<file path="src/rtl/ir_direction_queue.sv">
// rtl/ir_direction_queue.sv - NEC word stabiliser, validator and direction turn queue for the snake core
// Optional macro IR_STRICT_ADDR_EN: also require the frame address to equal NEC_ADDR.
module ir_direction_queue #(
   parameter int         STABLE_CYCLES = 16,
   parameter int         QDEPTH        = 2,
   parameter logic [7:0] NEC_ADDR      = 8'h00,
   parameter logic [7:0] CODE_UP       = 8'h18,
   parameter logic [7:0] CODE_RIGHT    = 8'h5A,
   parameter logic [7:0] CODE_DOWN     = 8'h52,
   parameter logic [7:0] CODE_LEFT     = 8'h08
) (
   input  logic        clk,
   input  logic        reset,
   input  logic [31:0] word,
   input  logic        game_tick,
   output logic [1:0]  direction,
   output logic        dir_changed,
   output logic [2:0]  queue_level,
   output logic [7:0]  frame_err_cnt
);

   typedef enum logic {IDLE, CHECK} state_t;

   state_t      state_q;
   logic [31:0] word_q;
   logic [31:0] last_word_q;
   logic [7:0]  cnt_q, cnt_d;
   logic [1:0]  dir_q, dir_d;
   logic        dir_changed_q;
   logic [2:0]  level_q, level_d;
   logic [7:0]  err_q;
   logic [1:0]  q_q [QDEPTH];
   logic [1:0]  q_d [QDEPTH];

   logic       capture, frame_ok, addr_ok, code_hit, pop, push;
   logic [1:0] cand, tail;

   // The captured frame lives in last_word_q, so CHECK is immune to the input moving on.
`ifdef IR_STRICT_ADDR_EN
   assign addr_ok = (last_word_q[7:0] == NEC_ADDR);
`else
   logic unused_addr;
   assign unused_addr = ^NEC_ADDR;
   assign addr_ok     = 1'b1;
`endif

   assign frame_ok = (last_word_q[15:8] == ~last_word_q[7:0]) &&
                     (last_word_q[31:24] == ~last_word_q[23:16]) && addr_ok;
   assign capture  = (state_q == IDLE) && (cnt_q == 8'(STABLE_CYCLES - 1)) &&
                     (word_q != last_word_q);

   always_comb begin
      code_hit = 1'b1;
      cand     = 2'b00;
      case (last_word_q[23:16])
         CODE_UP:    cand = 2'b00;
         CODE_RIGHT: cand = 2'b01;
         CODE_DOWN:  cand = 2'b10;
         CODE_LEFT:  cand = 2'b11;
         default:    code_hit = 1'b0;
      endcase
   end

   always_comb begin
      cnt_d = 8'd0;
      if (word == word_q)
         cnt_d = (cnt_q == 8'(STABLE_CYCLES - 1)) ? cnt_q : cnt_q + 8'd1;
   end

   always_comb begin
      tail = dir_q;
      for (int i = 0; i < QDEPTH; i++)
         if (3'(i + 1) == level_q) tail = q_q[i];

      pop  = game_tick && (level_q != 3'd0);
      push = (state_q == CHECK) && frame_ok && code_hit &&
             (cand != tail) && (cand != {~tail[1], tail[0]}) &&
             ((level_q < 3'(QDEPTH)) || pop);

      q_d     = q_q;
      level_d = level_q;
      dir_d   = dir_q;
      if (pop) begin
         dir_d = q_q[0];
         for (int i = 0; i < QDEPTH - 1; i++) q_d[i] = q_q[i + 1];
         level_d = level_q - 3'd1;
      end
      if (push) begin
         for (int i = 0; i < QDEPTH; i++)
            if (3'(i) == level_d) q_d[i] = cand;
         level_d = level_d + 3'd1;
      end
   end

   always_ff @(posedge clk) begin
      if (reset) begin
         state_q       <= IDLE;
         word_q        <= 32'd0;
         last_word_q   <= 32'd0;
         cnt_q         <= 8'd0;
         dir_q         <= 2'b01;
         dir_changed_q <= 1'b0;
         level_q       <= 3'd0;
         err_q         <= 8'd0;
         for (int i = 0; i < QDEPTH; i++) q_q[i] <= 2'b00;
      end else begin
         word_q        <= word;
         cnt_q         <= cnt_d;
         dir_q         <= dir_d;
         dir_changed_q <= pop;
         level_q       <= level_d;
         q_q           <= q_d;
         case (state_q)
            IDLE: begin
               if (capture) begin
                  last_word_q <= word_q;
                  state_q     <= CHECK;
               end
            end
            CHECK: begin
               state_q <= IDLE;
               if (!frame_ok && (err_q != 8'hFF)) err_q <= err_q + 8'd1;
            end
            default: state_q <= IDLE;
         endcase
      end
   end

   assign direction     = dir_q;
   assign dir_changed   = dir_changed_q;
   assign queue_level   = level_q;
   assign frame_err_cnt = err_q;

endmodule
</file>
<file path="config.mk">
export PLATFORM = sky130hd
export DESIGN_NAME = ir_direction_queue
export DESIGN_NICKNAME = d
export VERILOG_FILES = /design/src/rtl/ir_direction_queue.sv
export SDC_FILE = /design/constraint.sdc
export NUM_CORES = 1
export LEC_CHECK = 0
export CAP_MARGIN = 20
export CORE_MARGIN = 1.5
export CORE_UTILIZATION = 30
export CTS_CLUSTER_DIAMETER = 120
export DETAILED_ROUTE_END_ITERATION = 10
export PLACE_DENSITY_LB_ADDON = 0.12
export SYNTH_ARGS = -nofsm -noshare
export SYNTH_HDL_FRONTEND = slang
export SYNTH_SLANG_ARGS = --single-unit
</file>
<file path="constraint.sdc">
create_clock -name clk -period 2.6 [get_ports clk]
set_input_delay 0.78 -clock clk [delete_from_list [all_inputs] [get_ports clk]]
set_output_delay 0.78 -clock clk [all_outputs]
set_load 0.05 [all_outputs]
</file>
==> impl_table.tex <==
\begin{tabular}{lr}
\hline
Metric & Value \\
\hline
\multicolumn{2}{l}{\textbf{Status}} \\
\quad Run status & finished, final reports clean \\
\multicolumn{2}{l}{\textbf{Drt}} \\
\quad DRC errors left & 0 \\
\quad Final antenna-violating net count & 0 \\
\quad Total wire length & 11,160 µm \\
\quad Vias & 3,468 \\
\quad Detail-routed net length per standard cell & 15.06 µm \\
\quad DR iter-0 viols & 157 \\
\quad Number of detailed-route iterations in the first pass & 4 \\
\quad Via density per instance & 4.680 \\
\multicolumn{2}{l}{\textbf{Layout}} \\
\quad Proportion of layout cells with a drive suffix above 1 & 8.499\% \\
\quad \# nets final & 592 \\
\quad Synthesis-to-layout area growth & 22.80\% \\
\quad End-of-flow core utilization & 37.86\% \\
\quad Most common cell after layout, fill and taps aside & dfxtp\_1 \\
\quad Number of standard cells in the layout, taps in and fillers out & 741 \\
\quad Commonest non-fill, non-tap cells in the layout & dfxtp\_1 (89), xnor2\_1 (83), nand2b\_1 (65) \\
\quad Ant diodes & 0 \\
\multicolumn{2}{l}{\textbf{Synthesis}} \\
\quad Synthesis Warnings & 0 \\
\quad Netlist cell types & 45 \\
\quad Asr flop ratio synth & 0\% \\
\quad Top FF cell, synth & dfxtp\_1 \\
\quad Multiplexer share of the synthesized area & 9.370\% \\
\quad Post-Synth Simple-Gate Area & 26.21\% \\
\quad Total of flip-flops plus latches after synthesis & 91 \\
\quad Xor and xnor area share after synthesis & 16.26\% \\
\quad Post-synth EDFFs & 0 \\
\quad Mapped Avg Cell Area & 9.526 µm² \\
\quad Synth Area in Compound Gates & 4.111\% \\
\quad Synth Cell Area & 0.004687 mm² \\
\quad Post-synth net total & 536 \\
\quad Area share of fa/ha/maj cells after synthesis & 2.403\% \\
\quad Post-Synthesis Cells & 492 \\
\quad Sequential fraction of the synthesis area & 38.87\% \\
\quad Dominant combinational cell family by area after synthesis & simple AND/OR/NAND/NOR gates \\
\multicolumn{2}{l}{\textbf{Timing}} \\
\quad Crit path time final & 2453 ps \\
\quad Worst Tran Pin Value & 510.7 ps \\
\quad Count of endpoints failing setup in the final report & 0 \\
\quad Portion of the clock cycle consumed by the worst path in the final layout & 94.36\% \\
\quad Peak clock frequency supported by timing & 407.6 MHz \\
\quad Slew Limit Headroom & 65.95\% \\
\quad Number of pins exceeding their max-slew limit in the final report & 0 \\
\quad Skew final & 6.430 ps \\
\quad Setup repair after global routing missed its margin & false \\
\quad Worst path setup slack after routing & 146.6 ps \\
\quad Number of hold violations in the final report & 0 \\
\multicolumn{2}{l}{\textbf{CTS}} \\
\quad Root buffer cell & clkbuf\_16 \\
\quad Clock transition at path regs & 60 ps \\
\quad Cts repair resizes & 0 \\
\quad TritonCTS Sinks & 91 \\
\quad Setup Fix Bufs, Post-CTS & 0 \\
\quad Clock network latency to the later pin of the worst-skew pair & 350 ps \\
\quad Number of buffers inserted by hold repair at cts & 0 \\
\quad CTS H-tree depth & 3 \\
\quad Clock buffers created by TritonCTS & 9 \\
\quad Worst-case clock buffer depth & 2 \\
\quad CTS tree & built \\
\multicolumn{2}{l}{\textbf{Pwr}} \\
\quad Peak supply drop & 0.3533 mV \\
\quad LEAKAGE & 1.833 nW \\
\quad Power per standard cell area & 652.4 mW/mm² \\
\multicolumn{2}{l}{\textbf{GRT}} \\
\quad Wire length of the first global-routing pass & 17,840 µm \\
\quad Number of antenna violations at the first check in global routing & 0 \\
\quad Via count of the first global-routing pass & 3,370 \\
\quad Global routing usage summed across all routing layers & 14.44\% \\
\quad Remaining global-route overflow & 0 \\
\quad Maximum number of pins on one net before global-route repair & 49 \\
\multicolumn{2}{l}{\textbf{Place}} \\
\quad Post-placement cell count & 725 \\
\quad DPL Wire Length & 8552 µm \\
\quad Final Wtd Congestion & 0.8059 \\
\quad Pre-CTS setup slack & -183.6 ps \\
\quad Input/output buffers & 48 \\
\multicolumn{2}{l}{\textbf{Setup path}} \\
\quad Data arrival time at the worst-slack endpoint & 2690 ps \\
\quad Worst path top cell family by delay & buffers and inverters \\
\quad CP Class & in -> reg \\
\quad Library cell contributing the largest single delay on the critical path & clkdlybuf4s50\_1 \\
\quad Maximum fanout count along the critical path & 3 \\
\quad Number of buffer and inverter instances along the worst setup path & 2 \\
\quad Critical Path Max Stage Delay & 480 ps \\
\quad Required time at the endpoint of the critical path & 2840 ps \\
\quad Worst-path cell chain & clkdlybuf4s50\_1, nand2\_1, xnor2\_1, buf\_4, ha\_1, nor4b\_1, mux2\_2 \\
\quad Flop2flop setup slack & 190 ps \\
\quad Endpoint kind of the worst setup timing path & register \\
\quad Startpoint types & input pin \\
\multicolumn{2}{l}{\textbf{Floorplanning}} \\
\quad Die extent in x & 128.0 µm \\
\quad Total die area & 0.01638 mm² \\
\quad I/O pin count & 49 \\
\quad Number of placement rows & 45 \\
\quad Effective utilization at floorplan & 30.83\% \\
\quad Die height & 128.0 µm \\
\quad Core area & 0.01520 mm² \\
\multicolumn{2}{l}{\textbf{Flow run}} \\
\quad Number of maximum-capacitance violations & 0 \\
\multicolumn{2}{l}{\textbf{Min path}} \\
\quad Hold/Removal Path Class & reg -> reg \\
\hline
\end{tabular}
registers in the layout, summed over array words and instances (netlist names):
name,count
last_word_q,32
word_q,32
cnt_q,8
frame_err_cnt,8
q_q,4
queue_level,3
direction,2
dir_changed,1
state_q,1
worst paths after layout:
| check | start | endpoint | cells after the start |
|---|---|---|---|
| max reg2reg | queue_level[0] | queue_level[2] | 9 |
| min reg2reg | q_q[1] | q_q[1] | 2 |
| max | game_tick | queue_level[2] | 7 |
| min | q_q[1] | q_q[1] | 2 |
cell families after synthesis:
logic type,after synthesis
compound gates,30
xor+xnor,87
fa+ha+maj,9
buf+inv,30
flops,91
mux,43
simple gates,202
through the flow:
stage	TNS, ps	hold slack, ps	total power [W]	cell area (µm²)
after floorplan	0	451.9	0.002131	4690
after global placement	-339.4	472.5	0.002545	5483
after detailed placement	-629.6	490.6	0.002554	5483
after CTS	0	501.6	0.003814	5756
after global routing	0	512.6	0.003962	5756
final	0	493.4	0.003755	5756
metal layers:
layer	global-route usage [%]	up-vias	routed length, µm	part of all wire, %
li1	-	1793	-	-
met1	18.08	1604	5218	47
met2	23.91	56	5306	48
met3	3.548	15	424	3.8
met4	5.618	0	209	1.9
met5	0	-	0	0
layout make-up:
class | instances | area [µm²]
Clock buffer | 12 | 246.5
Clock inverter | 4 | 26.28
Fill cell | 1543 | 9447
Inverter | 6 | 22.52
Multi-Input combinational cell | 371 | 2743
Sequential cell | 91 | 1824
Tap cell | 188 | 235.2
Timing Repair Buffer | 69 | 658.1
report_power, final:
group | internal, W | switching, W
Clock | 0.000673 | 0.000562
Sequential | 0.00146 | 0.0000650
Combinational | 0.000483 | 0.000516
Total | 0.00261 | 0.00114
Yosys cell counts (6+ instances only):
cell type   n  area, µm²
mux2i_1    39      390.4
nor2_1     17      63.81
nand3_1     8      40.04
clkbuf_1   14      52.55
nor2b_1    35      219.0
nor3_1      9      45.04
ha_1        9      112.6
nand2_1    10      37.54
a21oi_1    11      55.05
nand2b_1   65      406.6
xnor2_1    83      727.0
nand4_1    21      131.4
nor4_1     15      93.84
dfxtp_1    91       1822
inv_1       6      22.52
tightest hold or removal path: cells and delay by family, from the launching register on:
family | cells | cell delay (ps)
flops | 1 | 320
mux | 1 | 60
simple gates | 1 | 70
Power figures use the tool's default switching activity.
